[src/rtl/ecc_result_deser_pkg.sv]
// Shared constants for the ECC result deserialiser: result width, curve mode codes and the
// width-from-mode lookup.
package ecc_result_deser_pkg;

    localparam int unsigned ECC_MAX_BITS = 256;

    typedef enum logic [1:0] {
        Bits32  = 2'd0,
        Bits64  = 2'd1,
        Bits128 = 2'd2,
        Bits256 = 2'd3
    } ecc_mode_e;

    function automatic int unsigned width_from_mode(input logic [1:0] mode);
        int unsigned w;
        unique case (mode)
            Bits32:  w = 32;
            Bits64:  w = 64;
            Bits128: w = 128;
            default: w = 256;
        endcase
        return w;
    endfunction

endpackage

[src/rtl/ecc_ser2par_chan.sv]
// One serial-to-parallel channel: frames an MSB-first x/y bit pair stream, counts bits and
// either commits the assembled words or flags a length error when the frame ends.
module ecc_ser2par_chan
    import ecc_result_deser_pkg::*;
#(
    parameter int unsigned MAX_BITS = ECC_MAX_BITS,
    parameter int unsigned CNT_W    = 9
) (
    input  logic                clk,
    input  logic                rst,
    input  logic [1:0]          i_mode,
    input  logic                i_valid,
    input  logic                i_x,
    input  logic                i_y,
    output logic                o_commit,
    output logic                o_len_err,
    output logic [MAX_BITS-1:0] o_x,
    output logic [MAX_BITS-1:0] o_y
);

    typedef enum logic [0:0] {StIdle, StShift} chan_state_e;

    localparam logic [CNT_W-1:0] CntSat = CNT_W'(MAX_BITS + 1);

    chan_state_e         state_q, state_d;
    logic [MAX_BITS-1:0] sr_x_q, sr_x_d, sr_y_q, sr_y_d;
    logic [CNT_W-1:0]    cnt_q, cnt_d;
    logic [CNT_W-1:0]    width_q, width_d;

    always_ff @(posedge clk or negedge rst) begin
        if (!rst) begin
            state_q <= StIdle;
            sr_x_q  <= '0;
            sr_y_q  <= '0;
            cnt_q   <= '0;
            width_q <= '0;
        end else begin
            state_q <= state_d;
            sr_x_q  <= sr_x_d;
            sr_y_q  <= sr_y_d;
            cnt_q   <= cnt_d;
            width_q <= width_d;
        end
    end

    always_comb begin
        state_d   = state_q;
        sr_x_d    = sr_x_q;
        sr_y_d    = sr_y_q;
        cnt_d     = cnt_q;
        width_d   = width_q;
        o_commit  = 1'b0;
        o_len_err = 1'b0;
        unique case (state_q)
            StIdle: begin
                if (i_valid) begin
                    width_d = CNT_W'(width_from_mode(i_mode));
                    sr_x_d  = {{(MAX_BITS-1){1'b0}}, i_x};
                    sr_y_d  = {{(MAX_BITS-1){1'b0}}, i_y};
                    cnt_d   = CNT_W'(1);
                    state_d = StShift;
                end
            end
            StShift: begin
                if (i_valid) begin
                    sr_x_d = {sr_x_q[MAX_BITS-2:0], i_x};
                    sr_y_d = {sr_y_q[MAX_BITS-2:0], i_y};
                    // Saturate so an over-long frame can never wrap back to a legal length.
                    cnt_d  = (cnt_q == CntSat) ? cnt_q : cnt_q + CNT_W'(1);
                end else begin
                    o_commit  = (cnt_q == width_q);
                    o_len_err = (cnt_q != width_q);
                    state_d   = StIdle;
                end
            end
            default: state_d = StIdle;
        endcase
    end

    assign o_x = sr_x_q;
    assign o_y = sr_y_q;

endmodule

[src/rtl/ecc_result_deser.sv]
// Captures the mP/mnP serial result streams, double-buffers them and presents one tagged
// result at a time over valid/ready. Optional range check: ECC_DESER_RANGE_CHK_EN.
module ecc_result_deser
    import ecc_result_deser_pkg::*;
#(
    parameter int unsigned MAX_BITS = ECC_MAX_BITS,
    parameter int unsigned CNT_W    = 9
) (
    input  logic                clk,
    input  logic                rst,
    input  logic [1:0]          i_mode,
    input  logic                i_mP_valid,
    input  logic                i_mPx,
    input  logic                i_mPy,
    input  logic                i_mnP_valid,
    input  logic                i_mnPx,
    input  logic                i_mnPy,
    output logic                o_valid,
    input  logic                i_ready,
    output logic                o_tag,
    output logic [MAX_BITS-1:0] o_x,
    output logic [MAX_BITS-1:0] o_y,
    output logic                o_len_err,
    output logic                o_ovf_err,
`ifdef ECC_DESER_RANGE_CHK_EN
    input  logic [MAX_BITS-1:0] i_prime,
    output logic                o_range_err,
`endif
    input  logic                i_clr_err
);

    logic [1:0]                commit, len_set;
    logic [1:0][MAX_BITS-1:0]  ch_x, ch_y;

    ecc_ser2par_chan #(.MAX_BITS(MAX_BITS), .CNT_W(CNT_W)) u_chan_mp (
        .clk       (clk),
        .rst       (rst),
        .i_mode    (i_mode),
        .i_valid   (i_mP_valid),
        .i_x       (i_mPx),
        .i_y       (i_mPy),
        .o_commit  (commit[0]),
        .o_len_err (len_set[0]),
        .o_x       (ch_x[0]),
        .o_y       (ch_y[0])
    );

    ecc_ser2par_chan #(.MAX_BITS(MAX_BITS), .CNT_W(CNT_W)) u_chan_mnp (
        .clk       (clk),
        .rst       (rst),
        .i_mode    (i_mode),
        .i_valid   (i_mnP_valid),
        .i_x       (i_mnPx),
        .i_y       (i_mnPy),
        .o_commit  (commit[1]),
        .o_len_err (len_set[1]),
        .o_x       (ch_x[1]),
        .o_y       (ch_y[1])
    );

    logic [1:0]               full_q, full_d;
    logic [1:0][MAX_BITS-1:0] buf_x_q, buf_x_d, buf_y_q, buf_y_d;
    logic                     sel_q, sel_d, lock_q, lock_d, sel, handshake, drain;
    logic                     len_err_q, len_err_d, ovf_err_q, ovf_err_d, ovf_set;

    always_ff @(posedge clk or negedge rst) begin
        if (!rst) begin
            full_q    <= '0;
            buf_x_q   <= '0;
            buf_y_q   <= '0;
            sel_q     <= 1'b0;
            lock_q    <= 1'b0;
            len_err_q <= 1'b0;
            ovf_err_q <= 1'b0;
        end else begin
            full_q    <= full_d;
            buf_x_q   <= buf_x_d;
            buf_y_q   <= buf_y_d;
            sel_q     <= sel_d;
            lock_q    <= lock_d;
            len_err_q <= len_err_d;
            ovf_err_q <= ovf_err_d;
        end
    end

    always_comb begin
        // Unlocked: mP has priority; tag idles at 0 when nothing is buffered.
        sel       = lock_q ? sel_q : (~full_q[0] & full_q[1]);
        o_valid   = full_q[sel];
        o_tag     = sel;
        o_x       = buf_x_q[sel];
        o_y       = buf_y_q[sel];
        handshake = o_valid & i_ready;
        lock_d    = o_valid & ~i_ready;
        sel_d     = sel;
        full_d    = full_q;
        buf_x_d   = buf_x_q;
        buf_y_d   = buf_y_q;
        ovf_set   = 1'b0;
        drain     = 1'b0;
        for (int c = 0; c < 2; c++) begin
            drain = handshake && (sel == 1'(c));
            if (drain) begin
                full_d[c] = 1'b0;
            end
            if (commit[c]) begin
                if (!full_q[c] || drain) begin
                    full_d[c]  = 1'b1;
                    buf_x_d[c] = ch_x[c];
                    buf_y_d[c] = ch_y[c];
                end else begin
                    ovf_set = 1'b1;
                end
            end
        end
        len_err_d = (|len_set) | (len_err_q & ~i_clr_err);
        ovf_err_d = ovf_set | (ovf_err_q & ~i_clr_err);
    end

    assign o_len_err = len_err_q;
    assign o_ovf_err = ovf_err_q;

`ifdef ECC_DESER_RANGE_CHK_EN
    logic range_err_q, range_err_d, range_set;

    always_ff @(posedge clk or negedge rst) begin
        if (!rst) begin
            range_err_q <= 1'b0;
        end else begin
            range_err_q <= range_err_d;
        end
    end

    always_comb begin
        range_set = 1'b0;
        for (int c = 0; c < 2; c++) begin
            if (commit[c] && ((ch_x[c] >= i_prime) || (ch_y[c] >= i_prime))) begin
                range_set = 1'b1;
            end
        end
        range_err_d = range_set | (range_err_q & ~i_clr_err);
    end

    assign o_range_err = range_err_q;
`endif

endmodule
[config.mk]
export PLATFORM = sky130hd
export DESIGN_NAME = ecc_result_deser
export DESIGN_NICKNAME = d
export VERILOG_FILES = /design/src/rtl/ecc_result_deser_pkg.sv /design/src/rtl/ecc_ser2par_chan.sv /design/src/rtl/ecc_result_deser.sv
export SDC_FILE = /design/constraint.sdc
export NUM_CORES = 2
export LEC_CHECK = 0
export BUFFER_PORTS_ARGS = -buffer_cell sky130_fd_sc_hd__buf_4
export CELL_PAD_IN_SITES_DETAIL_PLACEMENT = 0
export CELL_PAD_IN_SITES_GLOBAL_PLACEMENT = 1
export CORE_MARGIN = 2
export CORE_UTILIZATION = 41
export CTS_CLUSTER_DIAMETER = 30
export DETAILED_ROUTE_END_ITERATION = 16
export GPL_TIMING_DRIVEN = 0
export PLACE_DENSITY = 0.75
export SETUP_SLACK_MARGIN = 0.4
export SLEW_MARGIN = 20
export SYNTH_ARGS = -nofsm -noshare
export SYNTH_HDL_FRONTEND = slang
export SYNTH_SLANG_ARGS = --single-unit
[constraint.sdc]
create_clock -name clk -period 6.23 [get_ports clk]
set_input_delay 0.623 -clock clk [delete_from_list [all_inputs] [get_ports clk]]
set_output_delay 0.623 -clock clk [all_outputs]
set_load 0.02 [all_outputs]
## After elaboration in Yosys (flattened, before gate mapping)

Cells that the tools add are included.
Widths: inputs -> output; s select.

| storage, ports and cells | value |
|---|---|
| register bits | 2092 |
| output and inout bits | 516 |
| word-level logic and storage cells | 113 |
| input port bits | 12 |

| operators by class | value |
|---|---|
| reductions and logical operators | 16 |
| mux-type cells | 48 |
| add/sub/neg operators | 2 |
| order comparisons | 1 |
| bitwise operators | 13 |
| equality and inequality tests | 14 |

Operator list:

| cell | count |
|---|---|
| $mux 256 | 12 |
| $pmux 256 s2 | 4 |
| $mux 9 | 6 |
| $pmux 9 s2 | 2 |
| $pmux 9 s3 | 1 |
| $mux 1 | 23 |
| $add 9x1->9 const B | 2 |
| $eq 9x9->1 | 2 |
| $eq 9x9->1 const B | 2 |
| $ne 9x9->1 | 2 |
| $ne 2x2->1 const B | 6 |
| $reduce_and 2->1 | 6 |
| $not 1->1 | 6 |
| $reduce_and 3->1 | 2 |
| $and 1x1->1 | 5 |
| $eq 2x1->1 const B | 1 |
| $eq 2x2->1 const B | 1 |
| $logic_and 1x1->1 | 2 |
| $logic_not 1->1 | 2 |
| $logic_not 2->1 | 1 |
| $logic_or 1x1->1 | 2 |
| $lt 1x2->1 const B | 1 |
| $or 1x1->1 | 2 |
| $reduce_or 2->1 | 1 |

## Logic depth before layout (Yosys ltp)

| depth | value |
|---|---|
| depth in word-level cells | 13 |
| mapped depth | 9 |
| depth with buffers taken out | 7 |

## Modules after synthesis

From an unflattened synthesis, not the netlist that was laid out.

| second synthesis, totals | value |
|---|---|
| cells, all modules | 9898 |
| area, all modules | 101865.2 um^2 |

Modules (own cells, without submodules):

| module | area each (um^2) | times used | sequential area each (um^2) | cells an instance |
|---|---|---|---|---|
| ecc_result_deser | 59136.7 | 1 | 25774.7 | 5322 |
| ecc_ser2par_chan | 21364.2 | 2 | 13162.6 | 2288 |

## Least setup slack after synthesis

No wires, ideal clock.

| timing | value |
|---|---|
| kind | register to output |
| from | reg full_q[0] |
| to | out o_y[176] |
| required time | 5.607 ns |
| buffers on the path | 3 |
| cell stages (with the launch flop) | 9 |
| setup slack | 3.826 ns |
| arrival | 1.781 ns |
| cell sequence | dfrtp_1 nand2b_1 o21a_1 clkbuf_1 inv_2 clkbuf_1 clkbuf_1 nand2_1 nand2_1 |

| on the way | value |
|---|---|
| longest elaborated chain between the ends | 5 |

RTL lines:

| what | RTL line | text |
|---|---|---|
| start, declared | ecc_result_deser.sv:61 | `logic [1:0] full_q, full_d;` |
| start signal, assigned | ecc_result_deser.sv:76 | `full_q <= full_d;` |
| $not 1->1 | ecc_result_deser.sv:88 | `sel = lock_q ? sel_q : (~full_q[0] & full_q[1]);` |
| $and 1x1->1 | ecc_result_deser.sv:88 |  |
| $mux 1 | ecc_result_deser.sv:88 |  |
| $mux 256 (implied by the code) (2 in a row) | ecc_result_deser.sv:92 | `o_y = buf_y_q[sel];` |
| end, declared | ecc_result_deser.sv:22 | `output logic [MAX_BITS-1:0] o_y,` |

No other way between the ends. The select of a mux whose other input is x is not followed.

## Worst setup path in the final report

| timing | value |
|---|---|
| from | reg full_q[0] |
| to | out o_y[200] |

Same word-level chain as after synthesis.

==> results.toml <==
[pwr]
finalPower_mw = 41.4
power_per_cell_area_nw_per_um2 = 365
leakage_nw = 56.0
ir_drop_mv = 0.294

[sta]
finalCriticalPeriod_ns = 5.09
fin_crit_sh = 0.817
finClkSkew_ns = 0.0750
hold_viol = 0
slew_viol_final = 0
setup_viol = 0
worst_slew_pin_slew_ns = 1.16
relSlewSlack = 0.228
setup_ws_ns = 1.14
tns_ns = 0
timing.fmax_mhz = 196
rsz0062_at_grt = "no"
finalHoldWorstSlack_ns = 0.211

[final_layout]
utilization = 0.524
layout_common_cells = "dfrtp_1, nand2_1, inv_1"
area_growth_pct = 27.4
nets = 9467
fillCellCount = 18800
drive_above_1_share = 0.248
mostFrequentLayoutCell = "dfrtp_1"
fin_area_um2 = 114000
stdcell_count = 12700

[clock_tree]
clk_pin_slew_worst_paths_ns = 0.05
cts_tree = "yes"
clock-sinks = 2082
clock_latency_ns = 0.98
clockRootBuffer = "clkbuf_16"
cts_buffers = 462
htreeDepth = 5
post_cts_buffers = 0
clock_path_buffers = 4

[detailed_routing]
antenna_left = 0
wirelength_um = 232000
avgRoutedWirePerCell_um = 18.3
avgViaCountPerCell = 4.90
drc = 0
drtPass1Iterations = 5
num_vias = 62200
first_iter_violations = 3928

[critical_path]
path_max_fanout = 10
critPathKind = "register to primary output"
cp-startpoint = "full_q[0]"
cp.arrival_ns = 4.47
critPathMaxStageDelay_ns = 0.88
reg2reg_from = "u_chan_mp.cnt_q[4]"
crit_path_end_kind = "primary output"
cp_cell_sequence = "nand2b_1 > o21a_1 > clkbuf_2 > inv_2 > clkbuf_1 > clkbuf_1 > nand2_1 > nand2_1 > buf_4"
cp-start-kind = "register"
required_ns = 5.61
slowest_stage = "clkbuf_1"

[floorplanning]
core_area_um2 = 217000
initial_core_util = 0.412
dieArea_um2 = 221000
die_w_um = 470
die_h_um = 470
io_pins = 528
placement_rows = 171

[synth]
syn_area_per_cell_um2 = 10.6
syn-num-nets = 8448
seq_area_frac_synth = 0.585
synthCells = 8430
syn_area_um2 = 89100
synth_top_area_share = 0.585
yosys_warnings = 0
synth.area.top_cells = "dfrtp_1, mux2_4, mux2_2, nand2_1, o21ai_0"
synthDistinctLibCells = 45
yosys.area.top_type = "dfrtp_1"
ys_ff_latch = 2082

[worst_hold_path]
hold_path.class = "input port to async pin"

[global_routing]
gr-total-overflow = 0
grt_pass1_vias = 64400
grt_max_degree = 146
grt_use_total = 0.210
grt_antenna_before_repair = 12
grt_pass1_wl_um = 368000

[place]
gp_congestion = 0.828
dp.cells = 11800
dpl.hpwl_um = 160000
port_buffers = 527
pre_cts_ws_ns = 1.77
place_area_um2 = 97100

[status]
status = "finished clean"

[job]
cap_violations = 0
[synthesized netlist by cell type, drive strengths merged]
master	instances
o221ai	1
nand4bb	1
o21ai	1025
buf	92
nand3	1023
a41o	1
and4	1
mux2	1028
inv	1033
o31ai	4
ha	6
o22ai	3
nor4b	2
nand4	5
and3	2
a21oi	5
nand2b	13
o2bb2ai	2
xnor2	7
o2111ai	1
nor4	2
and2b	1
o41ai	1
nand2	1570
or4b	1
nor2b	4
xor2	5
nor3	4
dfrtp	2082
clkbuf	477
o21bai	1
a21o	1
a22oi	1
nand3b	1
or3	2
nor3b	1
o211ai	2
o21a	1
nor2	18
[per-layer routing]
layer	global-route usage	up-vias	share of wire
met4	0.0823	0	0.037
met1	0.275	30700	0.44
met3	0.0547	451	0.062
met2	0.332	1328	0.46
met5	0	-	0
li1	-	29700	-
[area by class of cell]
class / count / area [µm²] / area share
clock inverter: 262 / 3640 / 0.0321
clock buffer: 574 / 12600 / 0.111
buffer: 569 / 2960 / 0.0261
multi-input combinational: 4746 / 30200 / 0.266
timing repair buffer: 555 / 4540 / 0.0400
tap: 2854 / 3570 / 0.0315
antenna: 2 / 5.00 / 0.0000441
inverter: 1033 / 3880 / 0.0342
sequential: 2082 / 52100 / 0.459
[worst max-delay path: cells and delay by family (launching register included)]
family | cells | cell delay (ns)
buffers and inverters | 5 | 2.44
and+or+nand+nor | 3 | 0.48
DFF | 1 | 0.43
AOI/OAI and AO/OA | 1 | 0.16
[cell families after synthesis]
family | after synthesis | synth area share
simple gates | 2651 | 0.127
flops | 2082 | 0.585
buf+inv | 1602 | 0.0764
compound gates | 1049 | 0.0595
mux | 1028 | 0.150
xor+xnor | 12 | 0.00118
fa+ha+maj | 6 | 0.000842
[state kept, by name (all words and copies together), names as in the netlist]
| signal | cells |
|---|---|
| buf_x_q | 512 |
| buf_y_q | 512 |
| u_chan_mnp.o_x | 256 |
| u_chan_mnp.o_y | 256 |
| u_chan_mp.o_x | 256 |
| u_chan_mp.o_y | 256 |
| u_chan_mnp.cnt_q | 9 |
| u_chan_mp.cnt_q | 9 |
| u_chan_mnp.width_q | 4 |
| u_chan_mp.width_q | 4 |
| full_q | 2 |
| lock_q | 1 |
| o_len_err | 1 |
| o_ovf_err | 1 |
| sel_q | 1 |
| u_chan_mnp.state_q | 1 |
| u_chan_mp.state_q | 1 |
[power breakdown]
part	switching, mW	total (mW)	internal (mW)	leakage (nW)
combinational	1.49	2.20	0.716	19.1
clock	7.70	25.2	17.5	7.90
sequential	0.162	14.0	13.8	29.0
[repair_timing]
item                       in CTS  in global routing
hold endpoints to repair       99                  0
setup endpoints to repair       0                  0
gates resized for setup         0                  0
hold buffers                   12                  0
[worst paths after layout]
| kind | endpoint | slack, ns | cells after the start |
|---|---|---|---|
| min | u_chan_mnp.o_y[91] | 0.21 | 2 |
| max | o_y[200] | 1.14 | 9 |
| max in group asynchronous | u_chan_mp.o_x[83] | 2.33 | 7 |
| min in group clk | u_chan_mnp.state_q | 0.44 | 2 |
| max reg2reg | buf_y_q[255] | 2.50 | 7 |
| min reg2reg | buf_y_q[384] | 0.47 | 1 |
Note: power is estimated with default switching activity, not from simulation.
